<file path="src/rtl/reservation_station.sv">
// Age-ordered reservation station: holds renamed instructions, snoops the CDB, issues the oldest ready one.
// Define RS_CDB_BYPASS_EN to let a CDB broadcast make an entry issuable in the same cycle.
module reservation_station #(
   parameter int RS_DEPTH = 4,
   parameter int TAG_W    = 3,
   parameter int XLEN     = 32,
   parameter int OP_W     = 6
) (
   input  logic                      clk,
   input  logic                      reset,
   input  logic                      disp_valid,
   output logic                      disp_ready,
   input  logic [OP_W-1:0]           disp_op,
   input  logic [TAG_W-1:0]          disp_dest_tag,
   input  logic [1:0]                disp_src1_stat,
   input  logic [1:0]                disp_src2_stat,
   input  logic [TAG_W-1:0]          disp_src1_tag,
   input  logic [TAG_W-1:0]          disp_src2_tag,
   input  logic [XLEN-1:0]           disp_src1_val,
   input  logic [XLEN-1:0]           disp_src2_val,
   input  logic                      cdb_valid,
   input  logic [TAG_W-1:0]          cdb_tag,
   input  logic [XLEN-1:0]           cdb_val,
   input  logic                      flush,
   output logic                      issue_valid,
   input  logic                      issue_ready,
   output logic [OP_W-1:0]           issue_op,
   output logic [TAG_W-1:0]          issue_dest_tag,
   output logic [XLEN-1:0]           issue_src1,
   output logic [XLEN-1:0]           issue_src2,
   output logic [$clog2(RS_DEPTH):0] occupancy
);
   localparam int OCC_W = $clog2(RS_DEPTH) + 1;
   localparam logic [TAG_W-1:0] NO_TAG = '1;
   localparam logic [1:0] STAT_WAIT = 2'b10;

   logic [RS_DEPTH-1:0] valid_q, valid_d;
   logic [RS_DEPTH-1:0] s1_rdy_q, s1_rdy_d, s2_rdy_q, s2_rdy_d;
   logic [OP_W-1:0]     op_q [RS_DEPTH];
   logic [OP_W-1:0]     op_d [RS_DEPTH];
   logic [TAG_W-1:0]    dest_q [RS_DEPTH];
   logic [TAG_W-1:0]    dest_d [RS_DEPTH];
   logic [TAG_W-1:0]    s1_tag_q [RS_DEPTH];
   logic [TAG_W-1:0]    s1_tag_d [RS_DEPTH];
   logic [TAG_W-1:0]    s2_tag_q [RS_DEPTH];
   logic [TAG_W-1:0]    s2_tag_d [RS_DEPTH];
   logic [XLEN-1:0]     s1_val_q [RS_DEPTH];
   logic [XLEN-1:0]     s1_val_d [RS_DEPTH];
   logic [XLEN-1:0]     s2_val_q [RS_DEPTH];
   logic [XLEN-1:0]     s2_val_d [RS_DEPTH];
   // older_q[j][i] set means entry j was allocated before entry i
   logic [RS_DEPTH-1:0] older_q [RS_DEPTH];
   logic [RS_DEPTH-1:0] older_d [RS_DEPTH];

   logic                cdb_live;
   logic [RS_DEPTH-1:0] hit1, hit2, src1_ok, src2_ok, eligible, pick;
   logic [RS_DEPTH-1:0] free_vec, alloc_oh;
   logic                disp_fire, issue_fire;
   logic                new_s1_rdy, new_s2_rdy;
   logic [XLEN-1:0]     new_s1_val, new_s2_val;

   assign cdb_live = cdb_valid && (cdb_tag != NO_TAG);

   generate
      for (genvar gi = 0; gi < RS_DEPTH; gi++) begin : g_sel
         logic [RS_DEPTH-1:0] older_than_me;
         for (genvar gj = 0; gj < RS_DEPTH; gj++) begin : g_col
            assign older_than_me[gj] = older_q[gj][gi];
         end
         assign hit1[gi] = cdb_live && !s1_rdy_q[gi] && (s1_tag_q[gi] == cdb_tag);
         assign hit2[gi] = cdb_live && !s2_rdy_q[gi] && (s2_tag_q[gi] == cdb_tag);
         assign pick[gi] = eligible[gi] && !(|(eligible & older_than_me));
      end
   endgenerate

`ifdef RS_CDB_BYPASS_EN
   assign src1_ok = s1_rdy_q | hit1;
   assign src2_ok = s2_rdy_q | hit2;
`else
   assign src1_ok = s1_rdy_q;
   assign src2_ok = s2_rdy_q;
`endif

   assign eligible    = valid_q & src1_ok & src2_ok;
   assign issue_valid = |pick;
   assign disp_ready  = ~&valid_q;
   assign free_vec    = ~valid_q;
   assign alloc_oh    = free_vec & (~free_vec + RS_DEPTH'(1));
   assign disp_fire   = disp_valid && disp_ready && !flush;
   assign issue_fire  = issue_valid && issue_ready && !flush;

   // A waiting operand can be satisfied by the broadcast seen in its own dispatch cycle
   assign new_s1_rdy = (disp_src1_stat != STAT_WAIT) || (cdb_live && (disp_src1_tag == cdb_tag));
   assign new_s2_rdy = (disp_src2_stat != STAT_WAIT) || (cdb_live && (disp_src2_tag == cdb_tag));
   assign new_s1_val = (disp_src1_stat == STAT_WAIT) ? cdb_val : disp_src1_val;
   assign new_s2_val = (disp_src2_stat == STAT_WAIT) ? cdb_val : disp_src2_val;

   always_comb begin
      valid_d  = valid_q;
      s1_rdy_d = s1_rdy_q;
      s2_rdy_d = s2_rdy_q;
      for (int i = 0; i < RS_DEPTH; i++) begin
         op_d[i]     = op_q[i];
         dest_d[i]   = dest_q[i];
         s1_tag_d[i] = s1_tag_q[i];
         s2_tag_d[i] = s2_tag_q[i];
         s1_val_d[i] = s1_val_q[i];
         s2_val_d[i] = s2_val_q[i];
         older_d[i]  = older_q[i];
         if (valid_q[i] && hit1[i]) begin
            s1_rdy_d[i] = 1'b1;
            s1_val_d[i] = cdb_val;
         end
         if (valid_q[i] && hit2[i]) begin
            s2_rdy_d[i] = 1'b1;
            s2_val_d[i] = cdb_val;
         end
         if (issue_fire && pick[i]) begin
            valid_d[i] = 1'b0;
         end
         if (disp_fire && alloc_oh[i]) begin
            valid_d[i]  = 1'b1;
            op_d[i]     = disp_op;
            dest_d[i]   = disp_dest_tag;
            s1_rdy_d[i] = new_s1_rdy;
            s2_rdy_d[i] = new_s2_rdy;
            s1_tag_d[i] = disp_src1_tag;
            s2_tag_d[i] = disp_src2_tag;
            s1_val_d[i] = new_s1_val;
            s2_val_d[i] = new_s2_val;
            older_d[i]  = '0;
         end
      end
      // The new entry is younger than everything currently resident
      for (int i = 0; i < RS_DEPTH; i++) begin
         if (disp_fire && alloc_oh[i]) begin
            for (int j = 0; j < RS_DEPTH; j++) begin
               older_d[j][i] = valid_q[j];
            end
         end
      end
      if (flush) begin
         valid_d = '0;
      end
   end

   always_comb begin
      occupancy = '0;
      for (int i = 0; i < RS_DEPTH; i++) begin
         occupancy = occupancy + OCC_W'(valid_q[i]);
      end
   end

   always_comb begin
      issue_op       = '0;
      issue_dest_tag = '0;
      issue_src1     = '0;
      issue_src2     = '0;
      for (int i = 0; i < RS_DEPTH; i++) begin
         if (pick[i]) begin
            issue_op       = issue_op | op_q[i];
            issue_dest_tag = issue_dest_tag | dest_q[i];
`ifdef RS_CDB_BYPASS_EN
            issue_src1     = issue_src1 | (s1_rdy_q[i] ? s1_val_q[i] : cdb_val);
            issue_src2     = issue_src2 | (s2_rdy_q[i] ? s2_val_q[i] : cdb_val);
`else
            issue_src1     = issue_src1 | s1_val_q[i];
            issue_src2     = issue_src2 | s2_val_q[i];
`endif
         end
      end
   end

   always_ff @(posedge clk) begin
      if (reset) begin
         valid_q  <= '0;
         s1_rdy_q <= '0;
         s2_rdy_q <= '0;
         for (int i = 0; i < RS_DEPTH; i++) begin
            older_q[i] <= '0;
         end
      end else begin
         valid_q  <= valid_d;
         s1_rdy_q <= s1_rdy_d;
         s2_rdy_q <= s2_rdy_d;
         older_q  <= older_d;
      end
   end

   always_ff @(posedge clk) begin
      op_q     <= op_d;
      dest_q   <= dest_d;
      s1_tag_q <= s1_tag_d;
      s2_tag_q <= s2_tag_d;
      s1_val_q <= s1_val_d;
      s2_val_q <= s2_val_d;
   end
endmodule

</file>
<file path="config.mk">
export PLATFORM = sky130hd
export DESIGN_NAME = reservation_station
export DESIGN_NICKNAME = d
export VERILOG_FILES = /design/src/rtl/reservation_station.sv
export SDC_FILE = /design/constraint.sdc
export NUM_CORES = 1
export LEC_CHECK = 0
export ABC_AREA = 1
export CORE_MARGIN = 2
export CORE_UTILIZATION = 61
export DETAILED_ROUTE_END_ITERATION = 8
export PLACE_DENSITY = 0.86
export SKIP_LAST_GASP = 1
export SYNTH_ARGS = -nofsm -noshare
export SYNTH_HDL_FRONTEND = slang
export SYNTH_SLANG_ARGS = --single-unit
export TNS_END_PERCENT = 30
</file>
<file path="constraint.sdc">
create_clock -name clk -period 6 [get_ports clk]
set_input_delay 0.6 -clock clk [delete_from_list [all_inputs] [get_ports clk]]
set_output_delay 0.6 -clock clk [all_outputs]
set_load 0.005 [all_outputs]
</file>
Word-level counts from Yosys, hierarchy flattened
Index checks and enable logic that the tools add are counted.

$add $sub $neg: 4. Equality and inequality tests: 15. Multiplexer cells: 78. Bitwise operators: 21. Reductions and logical operators: 84.

Operators by type and width (number): $mux W32 (26); $or A32 B32 Y32 (6); $logic_and A1 B1 Y1 (43); $mux W1 (40); $reduce_bool A2 Y1 (18); $eq A3 B3 Y1 (10); $and A4 B4 Y4 (7); $mux W6 (4); $reduce_or A4 Y1 (5); $or A6 B6 Y6 (3); $mux W4 (4); $logic_not A1 Y1 (14); $mux W3 (4); $or A3 B3 Y3 (3); $not A4 Y4 (2); $add A4 B1 Y4 const B (1); $eq A2 B2 Y1 const B (2); $ne A2 B2 Y1 const B (2); $reduce_and A4 Y1 (1); $add A2 B1 Y3 (1); $add A3 B1 Y3 (1); $ne A3 B3 Y1 const B (1); $add A1 B1 Y2 (1); $logic_or A1 B1 Y1 (2); $reduce_or A2 Y1 (1).

Register bits after elaboration: 344. Input port bits: 124. Output and inout bits: 78. Logic and storage cells: 254.

Logic depth before layout (Yosys ltp)
Depth after elaboration: 13. Mapped depth: 11. Depth with buffers taken out: 9.

Worst setup path after synthesis
OpenSTA, ideal clock, no wires.

Path type: input-to-reg. From: input port disp_valid. To: register s1_val_q[0] in the netlist's numbering, enable pin. Library setup time: 390 ps. Arrival time: 2240 ps. Required time: 5610 ps. Setup slack: 3370 ps. Cell stages on the path: 7. Buffers on the path: 1. Path through: inv_1 -> nor2_1 -> nand2_2 -> nor2_4 -> inv_2 -> buf_6 -> nand2_1.

Cells in the longest elaborated chain, start to end: 4.

RTL lines: from (decl) (RTL line 11) `input logic disp_valid,`; $logic_and A1 B1 Y1 (2 in series) (RTL line 89) `assign disp_fire = disp_valid && disp_ready && !flush;`; $logic_and A1 B1 Y1 (RTL line 121) `if (disp_fire && alloc_oh[i]) begin`; $reduce_bool A2 Y1 (no line); to (signal assigned) (RTL line 195) `s1_val_q <= s1_val_d;`; to (decl) (RTL line 47) `logic [XLEN-1:0] s1_val_q [RS_DEPTH];`.

No other way between the ends. A chain may end at the register's enable or synchronous reset.

Worst setup path after layout
From: register valid_q[0]. To: output port issue_src2[28].

Cells in the longest elaborated chain, start to end: 13. Elaborated cells on any way between the ends: 25. Those cells by class: mux: 4; bitwise: 9; reduce/logical: 12.

RTL lines: from (decl) (RTL line 37) `logic [RS_DEPTH-1:0] valid_q, valid_d;`; from (signal assigned) (RTL line 183) `valid_q <= valid_d;`; $and A4 B4 Y4 (*) (2 in series) (RTL line 84) `assign eligible = valid_q & src1_ok & src2_ok;`; $and A4 B4 Y4 (RTL line 72) `assign pick[gi] = eligible[gi] && !(|(eligible & older_than_me));`; $reduce_or A4 Y1 (RTL line 72); $logic_not A1 Y1 (RTL line 72); $logic_and A1 B1 Y1 (RTL line 72); $mux W32 (RTL line 160) `if (pick[i]) begin`; $or A32 B32 Y32 (RTL line 168) `issue_src2 = issue_src2 | s2_val_q[i];`; $mux W32 (RTL line 160); $or A32 B32 Y32 (RTL line 168); $mux W32 (RTL line 160); $or A32 B32 Y32 (RTL line 168); $mux W32 (*) (RTL line 160); to (decl) (RTL line 30) `output logic [XLEN-1:0] issue_src2,`.

Mark *: on every way between the ends. The rest lies on a longest branch, timed or not.

==> qor.yml <==
run_status: "finished, final reports clean"
crit_required_ps: 5400
yosys_register_bits: 344
power_leakage_nw: 7.18
post_cts_buffers: 0
fin_crit_sh: 0.741
initial_utilization: 0.617
critPathTopFamily: "simple AND/OR/NAND/NOR gates"
drt_first_iter_violations: 2134
synth_area_leaders: "edfxtp_1 57%, nand3_1 9.8%, o21ai_0 6.0%, nand2_1 5.5%, mux2i_1 3.9%"
cts_buffer_depth: 3
rsz0062_at_grt: "false"
postRouteAntennaNets: 0
drive_gt1_frac: 0.0653
clk_pin_slew_ps: 60
die_area_um2: 28400
crit_fanout: 41
yosysSeqAreaShare: 0.608
synthCells: 1609
cp-end-kind: "primary output"
grt_max_degree: 111
dp_hpwl_mm: 27.4
cp.arrival_ps: 3840
die_h_um: 169
cts_tree: "built"
grt_pass1_vias: 13500
dieWidth_um: 169
finalNetCount: 1867
antenna_found_initial: 1
via_per_inst: 6.61
tightest_slew_ps: 1300
num_vias: 13900
wl_per_cell_um: 22.4
fillers: 1741
timing.fmax_mhz: 225
mostFrequentLayoutCells: "324 x nand3_1, 316 x edfxtp_1, 231 x nand2_1"
cts_resized: 0
mappedNetlistArea_um2: 16500
firstDrtPassIters: 9
tns_ps: 0
io_pins: 202
hold_path_class: "flop to flop"
sw_frac_of_total: 0.218
grt_pass1_wl_mm: 71.4
finalClockSkew_ps: 16.6
multi_input_area_um2: 5680
drc: 0
hold_buffers: 0
dp_cells: 2042
postRouteWirelength_mm: 47.1
crit_top_cell: "nand4_1"
peakVddDrop_v: 0.000180
slew_viol_final: 0
yosysTopAreaCellShare: 0.574
seq_power_share: 0.517
path_class: "flop to primary output"
cts-root-buf: "clkbuf_16"
crit_slowest_cell: "nor2_4"
switchingPower_mw: 1.13
setup_viol: 0
synth_warnings: 0
gp_congestion: 0.880
coreArea_um2: 26800
pwr-share-clk: 0.415
area_growth_syn_to_layout_pct: 18.7
portBuffers: 201
synthDistinctLibCells: 32
slew-limit-headroom: 0.129
clk_latency_ps: 520
htree_num_levels: 2
synthesis.nets: 1738
max_stage_delay_ps: 1030
layout.cells.non_filler: 2104
hold_viol: 0
yosys.area.top_type: "edfxtp_1"
rows: 60
numCtsBuffers: 35
cts.sinks: 344
synth_area_per_cell_um2: 10.3
worst_setup_path_start_kind: "flop"
grt.total_usage: 0.323
cap_violations: 0
globalRouteOverflowTotal: 0
min_period_ps: 4440
p_int_mw: 4.04
critPathBufInv: 2
register_area_um2: 10000
p_per_area_nw_per_um2: 264
final_common_cell: "nand3_1"
worstPathCellList: "nand4_1, nor2_4, buf_4, nand3_1, nand4_1, clkdlybuf4s50_1"
comb_power_share: 0.068
stage by stage:
stage / power, mW / area, um^2 / hold WS (ps) / setup WS [ps] / utilization
CTS: 5.15 / 19600 / 448 / 1680 / 0.732
global route: 5.28 / 19600 / 464 / 1530 / 0.732
finish: 5.17 / 19600 / 448 / 1560 / 0.732
floorplan: 2.89 / 16500 / 415 / 3370 / -
detailed placement: 3.06 / 18500 / 444 / 2210 / 0.691
global placement: 3.05 / 18500 / 439 / 2300 / 0.691
tightest hold or removal path, cell delays in order (launching register included):
cell and delay, ps:
dfxtp_1 300, inv_1 60, nor3_1 50
final cells by class:
type,instances,share of cell area
multi-input combinational,1076,0.289
tap,341,0.0217
inverter,67,0.0129
sequential,344,0.512
timing repair buffer,214,0.107
clock inverter,15,0.00797
antenna,1,0.000128
clock buffer,46,0.0483
cell families (layout without fill, tap and decap cells):
logic type	Yosys count	in the layout	share of synthesized area
other	0	1	0
xor gates and xnor gates	2	2	0.00106
muxes	64	64	0.0387
buffers and inverters	189	342	0.0549
and+or+nand+nor	730	730	0.205
DFF	344	344	0.608
AOI/OAI and AO/OA	275	275	0.0882
adders and majority gates	5	5	0.00424
synthesized netlist by cell type, drive strengths merged:
library cell / instances
dfxtp: 28
o22ai: 1
a21oi: 12
clkbuf: 42
o31ai: 1
mux2i: 64
nand2: 245
xnor2: 2
clkinv: 2
inv: 65
nand4: 80
ha: 4
nor2: 76
edfxtp: 316
o21ai: 261
fa: 1
nand3: 326
buf: 80
or2: 1
nor3: 2
power by group through the flow:
stage          combinational, mW  sequential (mW)  clock [mW]
5_1_grt                    0.377             2.68        2.23
6_report                   0.350             2.67        2.15
3_3_place_gp               0.323             2.72           0
3_5_place_dp               0.338             2.72           0
4_1_cts                    0.342             2.67        2.14
2_1_floorplan              0.172             2.72           0
state kept, by name (all words and copies together) (netlist names):
register / cells
dest_q: 12
s1_val_q: 128
s2_val_q: 128
s1_rdy_q: 4
s2_rdy_q: 4
valid_q: 4
s2_tag_q: 12
g_sel.older_than_me: 16
op_q: 24
s1_tag_q: 12
metal layers:
layer | up-vias | global-route usage | part of all wire | wire length (um)
li1 | 6123 | - | - | -
met5 | - | 0 | 0 | 0
met3 | 160 | 0.0680 | 0.12 | 5780
met2 | 1154 | 0.535 | 0.48 | 22500
met4 | 0 | 0.155 | 0.041 | 1910
met1 | 6461 | 0.409 | 0.36 | 16900
final timing paths:
check | startpoint | end | slack [ps] | cells after the start
worst max-delay path | valid_q[0] | issue_src2[28] | 1560 | 6
worst min-delay path | g_sel[3].older_than_me[3] | g_sel[3].older_than_me[3] | 450 | 2
worst max register to register | valid_q[0] | s2_val_q[82] | 2380 | 6
worst min register to register | g_sel[3].older_than_me[3] | g_sel[3].older_than_me[3] | 450 | 2
Note: power is estimated with default switching activity, not from simulation.
==> RTL edit 1: new RTL, config.mk and constraints unchanged <==
Reset style: asynchronous (`reset`), changed in one clocked block.
--- a/src/rtl/reservation_station.sv
+++ b/src/rtl/reservation_station.sv
@@ -172,5 +172,5 @@
    end
 
-   always_ff @(posedge clk) begin
+   always_ff @(posedge clk or posedge reset) begin
       if (reset) begin
          valid_q  <= '0;
Check against the original RTL: differs if reset is asserted again (counterexample within 4 cycles, from zero or initial values and one cycle with reset high); with reset held inactive, the same outputs for 4 cycles.
==> RTL edit 1 against the original RTL <==
  * Wire length up 2.3%
  * Synthesized cell count increased by 17%
  * Setup slack improved by 0.085 ns
  * Area after synthesis grew 5.8%
  * Sequential cell count stayed put
  * Final area up 4.9%
  * Die area up 5.7%
  * Sequential share of layout area is 1.7 points lower
  * Via count rose by 5.9%
  * First-iteration DRC count is 12% lower
Power is not compared: it rests on default switching activity, and its combinational part moved more than twofold at a synthesized area within 25%.
==> RTL edit 1: results (changes against the original RTL) <==
sequential cell area share 49.51% (was 51.21%); # nets final 2,146 (was 1,867); met3 Use GR 5.526% (was 6.804%); Fmax 229.5 MHz (was 225.1 MHz); first-pass GRT wire length 74,720 um (was 71,440 um); Post-synth top cells 444 x nand2_1, 328 x nand3_1, 316 x edfxtp_1 (was 324 x nand3_1, 316 x edfxtp_1, 242 x nand2_1); drt wl/cell 19.84 um (was 22.38 um); clk cell area share 5.107% (was 5.623%); clock buffers 50 (was 46); DP Wirelength 29,370 um (was 27,360 um); Multi-In Gates 1,198 (was 1,076); WHS 0.4880 ns (was 0.4484 ns); Worst Max-Slew Pin Slew 1.252 ns (was 1.303 ns); initial antenna violation count 0 (was 1); Synth Area in Compound Gates 7.873% (was 8.823%); Seq/Total Area, Yosys 58.24% (was 60.77%); status completed (unchanged); layout cells sized above 1 4.799% (was 6.527%); largest net degree at the start of global routing 109 (was 111); Signal buf overhead 10.25% (was 10.75%); FILL cells 1,938 (was 1,741); syn_nets 2,013 (was 1,738); M2 GR Usage 52.82% (was 53.50%); CP max FO 47 (was 41); multiplexer share of the synthesized area 3.661% (was 3.874%); tap cells 384 (was 341); GRT Overall Usage 31.46% (was 32.26%); CP endpoint issue_src2[31] (was issue_src2[28]); Hold Path Origin g_sel[0].older_than_me[0] (was g_sel[3].older_than_me[3]); number of global-route vias before repair 14,680 (was 13,510); starting DRC count in detailed routing 1,885 (was 2,134); area of the multi-input gates 5904 um^2 (was 5679 um^2); GPL Wtd Cong 0.9099 (was 0.8797)
-- RTL edit 1: changes by cell type after synthesis, moves of 6 or more --
cell      before  now
dfxtp_1       28    0
a21oi_1       11    1
inv_1         62  217
nand2_2        3   11
dfrtp_1        0   28
o21ai_1       44   53
nor2_1        74   60
o21ai_2       20    0
nand2_1      242  444
buf_4          7   13
o21ai_0      197  215
clkbuf_1      37   31
nand4_1       79    6
-- RTL edit 1: worst reg2reg max path: stages (launching register included) --
cell	delay, ns
dfrtp_1	0.54
ha_1	0.31
nand3_2	0.18
nand2_2	0.16
nor2_4	0.14
inv_4	0.78
nand2_2	0.90
-- RTL edit 1: report_power, final --
part	switching, W	internal (W)	leakage [nW]	total (W)
sequential	0.0000301	0.00272	3.21	0.00275
clock	0.000895	0.00114	0.515	0.00204
combinational	0.000480	0.000324	4.91	0.000804
==> RTL edit 2: new RTL, config.mk and constraints unchanged <==
Without the edit above. The parameter `RS_DEPTH` goes from 4 to 2.
--- a/src/rtl/reservation_station.sv
+++ b/src/rtl/reservation_station.sv
@@ -2,5 +2,5 @@
 // Define RS_CDB_BYPASS_EN to let a CDB broadcast make an entry issuable in the same cycle.
 module reservation_station #(
-   parameter int RS_DEPTH = 4,
+   parameter int RS_DEPTH = 2,
    parameter int TAG_W    = 3,
    parameter int XLEN     = 32,
Interface: changed (resized occupancy); port bits go from 202 to 201. The function was not compared with the original's and may differ.
==> RTL edit 2 against the original RTL <==
  * Setup slack improved by 0.94 ns
  * Final area fell by 44%
  * Clock power down 45%
  * Largest cell class unchanged
  * Area after synthesis shrank 48%
  * Critical path depth up 1
  * First-iteration DRC count shrank 62%
  * Largest power group unchanged
  * Sequential cell count decreased by 176
  * Power down 46%
  * Wire length fell by 54%
  * Register-to-register slack better by 0.89 ns
  * Global-route usage down 3.0 points
  * Die area fell by 48%
==> RTL edit 2: results (changes against the original RTL) <==
status completed (unchanged); GRT Overall Usage 29.30% (was 32.26%); combinational share of power 9.3% (was 6.8%); biggest regs s1_val_q x64, s2_val_q x64, op_q x12 (was s1_val_q x128, s2_val_q x128, op_q x24); Worst path slowest cell buf_4 (was nor2_4); CTS Buffer Depth 2 (was 3); Hold Path Origin g_sel[0].older_than_me[0] (was g_sel[3].older_than_me[3]); first-pass GRT wire length 32,860 um (was 71,440 um); Hold EP g_sel[0].older_than_me[0] (was g_sel[3].older_than_me[3]); syn_nets 1,005 (was 1,738); routing usage on met1 36.22% (was 40.90%); Worst Skew 0.007951 ns (was 0.01665 ns); met2 wire len 10,720 um (was 22,500 um); xor/xnor cell area share of the yosys netlist 0.2057% (was 0.1059%); CP max FO 48 (was 41); EDFF count, synth 158 (was 316); H-tree depth 4 (was 2); placed instance count 1,205 (was 2,042); vias per inst 5.751 (was 6.606); synth top area cells edfxtp_1 56%, nand2_1 11%, o21ai_0 8.8% (was edfxtp_1 57%, nand3_1 9.8%, o21ai_0 6.0%); Worst Path Arrival 2.90 ns (was 3.84 ns); mean area per synthesized cell 9.689 um^2 (was 10.28 um^2); clock latency on the worst-skew pair 0.43 ns (was 0.52 ns); met3 Use GR 6.976% (was 6.804%); FILL cells 884 (was 1,741); Yosys cell types 19 (was 32); FF-to-FF setup slack 3.27 ns (was 2.38 ns); Final Util 79.87% (was 73.23%); Vias 7,114 (was 13,900); total CTS buffers 17 (was 35); Synth Area in Compound Gates 19.14% (was 8.823%); P_int 0.002179 W (was 0.004044 W); multiplexer share of the synthesized area 0% (was 3.874%); starting DRC count in detailed routing 802 (was 2,134); I/O Buffers 200 (was 201); slowest cell delay on critical path 0.57 ns (was 1.03 ns); Antenna Cells 0 (was 1); DP Wirelength 13,310 um (was 27,360 um); worst r2r dst s2_val_q[30] (was s2_val_q[82]); Static Leak 4.041 nW (was 7.184 nW); M2 GR Usage 49.16% (was 53.50%); RR Startpoint valid_q[1] (was valid_q[0]); GPL Wtd Cong 0.9043 (was 0.8797)
RTL edit 2: changes by cell type in the layout (fill, tap and decap cells not counted), sizes merged, moves of 44 or more:
| cell | change |
|---|---|
| a22o | +73 |
| edfxtp | -158 |
| mux2i | -64 |
| nand3 | -312 |
| nand4 | -76 |
| nor2 | -44 |
| o21ai | -67 |
RTL edit 2: how the worst max path moves through the flow:
stage | start | endpoint | slack (ns) | depth (start not counted)
2_1_floorplan | cdb_tag[2] | s1_val_q[0] | 3.79 | 7
3_3_place_gp | disp_valid | s2_val_q[28] | 2.96 | 5
3_5_place_dp | disp_valid | s2_val_q[30] | 2.83 | 5
4_1_cts | valid_q[0] | issue_src1[14] | 2.51 | 7
5_1_grt | valid_q[0] | issue_src2[29] | 2.35 | 7
6_report | valid_q[0] | issue_src1[12] | 2.50 | 7
RTL edit 2: cell families (layout without fill, tap and decap cells):
kind of cell    after synthesis  in the layout
buf+inv                     129            307
fa+ha+maj                     2              2
simple gates                307            307
xor+xnor                      2              2
compound gates              271            271
flops                       168            168
RTL edit 2: stage by stage:
step | hold WS [ns] | power [W] | setup slack [ns]
after floorplan | 0.4087 | 0.001499 | 3.790
after global placement | 0.4303 | 0.001609 | 2.956
after detailed placement | 0.4310 | 0.001619 | 2.829
after CTS | 0.4396 | 0.002774 | 2.513
after global routing | 0.4711 | 0.002853 | 2.352
final | 0.4404 | 0.002776 | 2.502
RTL edit 2: layout make-up:
class,count,area share (%)
Timing Repair Buffer,204,18.47
Sequential cell,168,44.95
Multi-Input combinational cell,582,26.30
Clock buffer,18,3.901
Clock inverter,14,1.865
Inverter,71,2.468
Tap cell,180,2.047
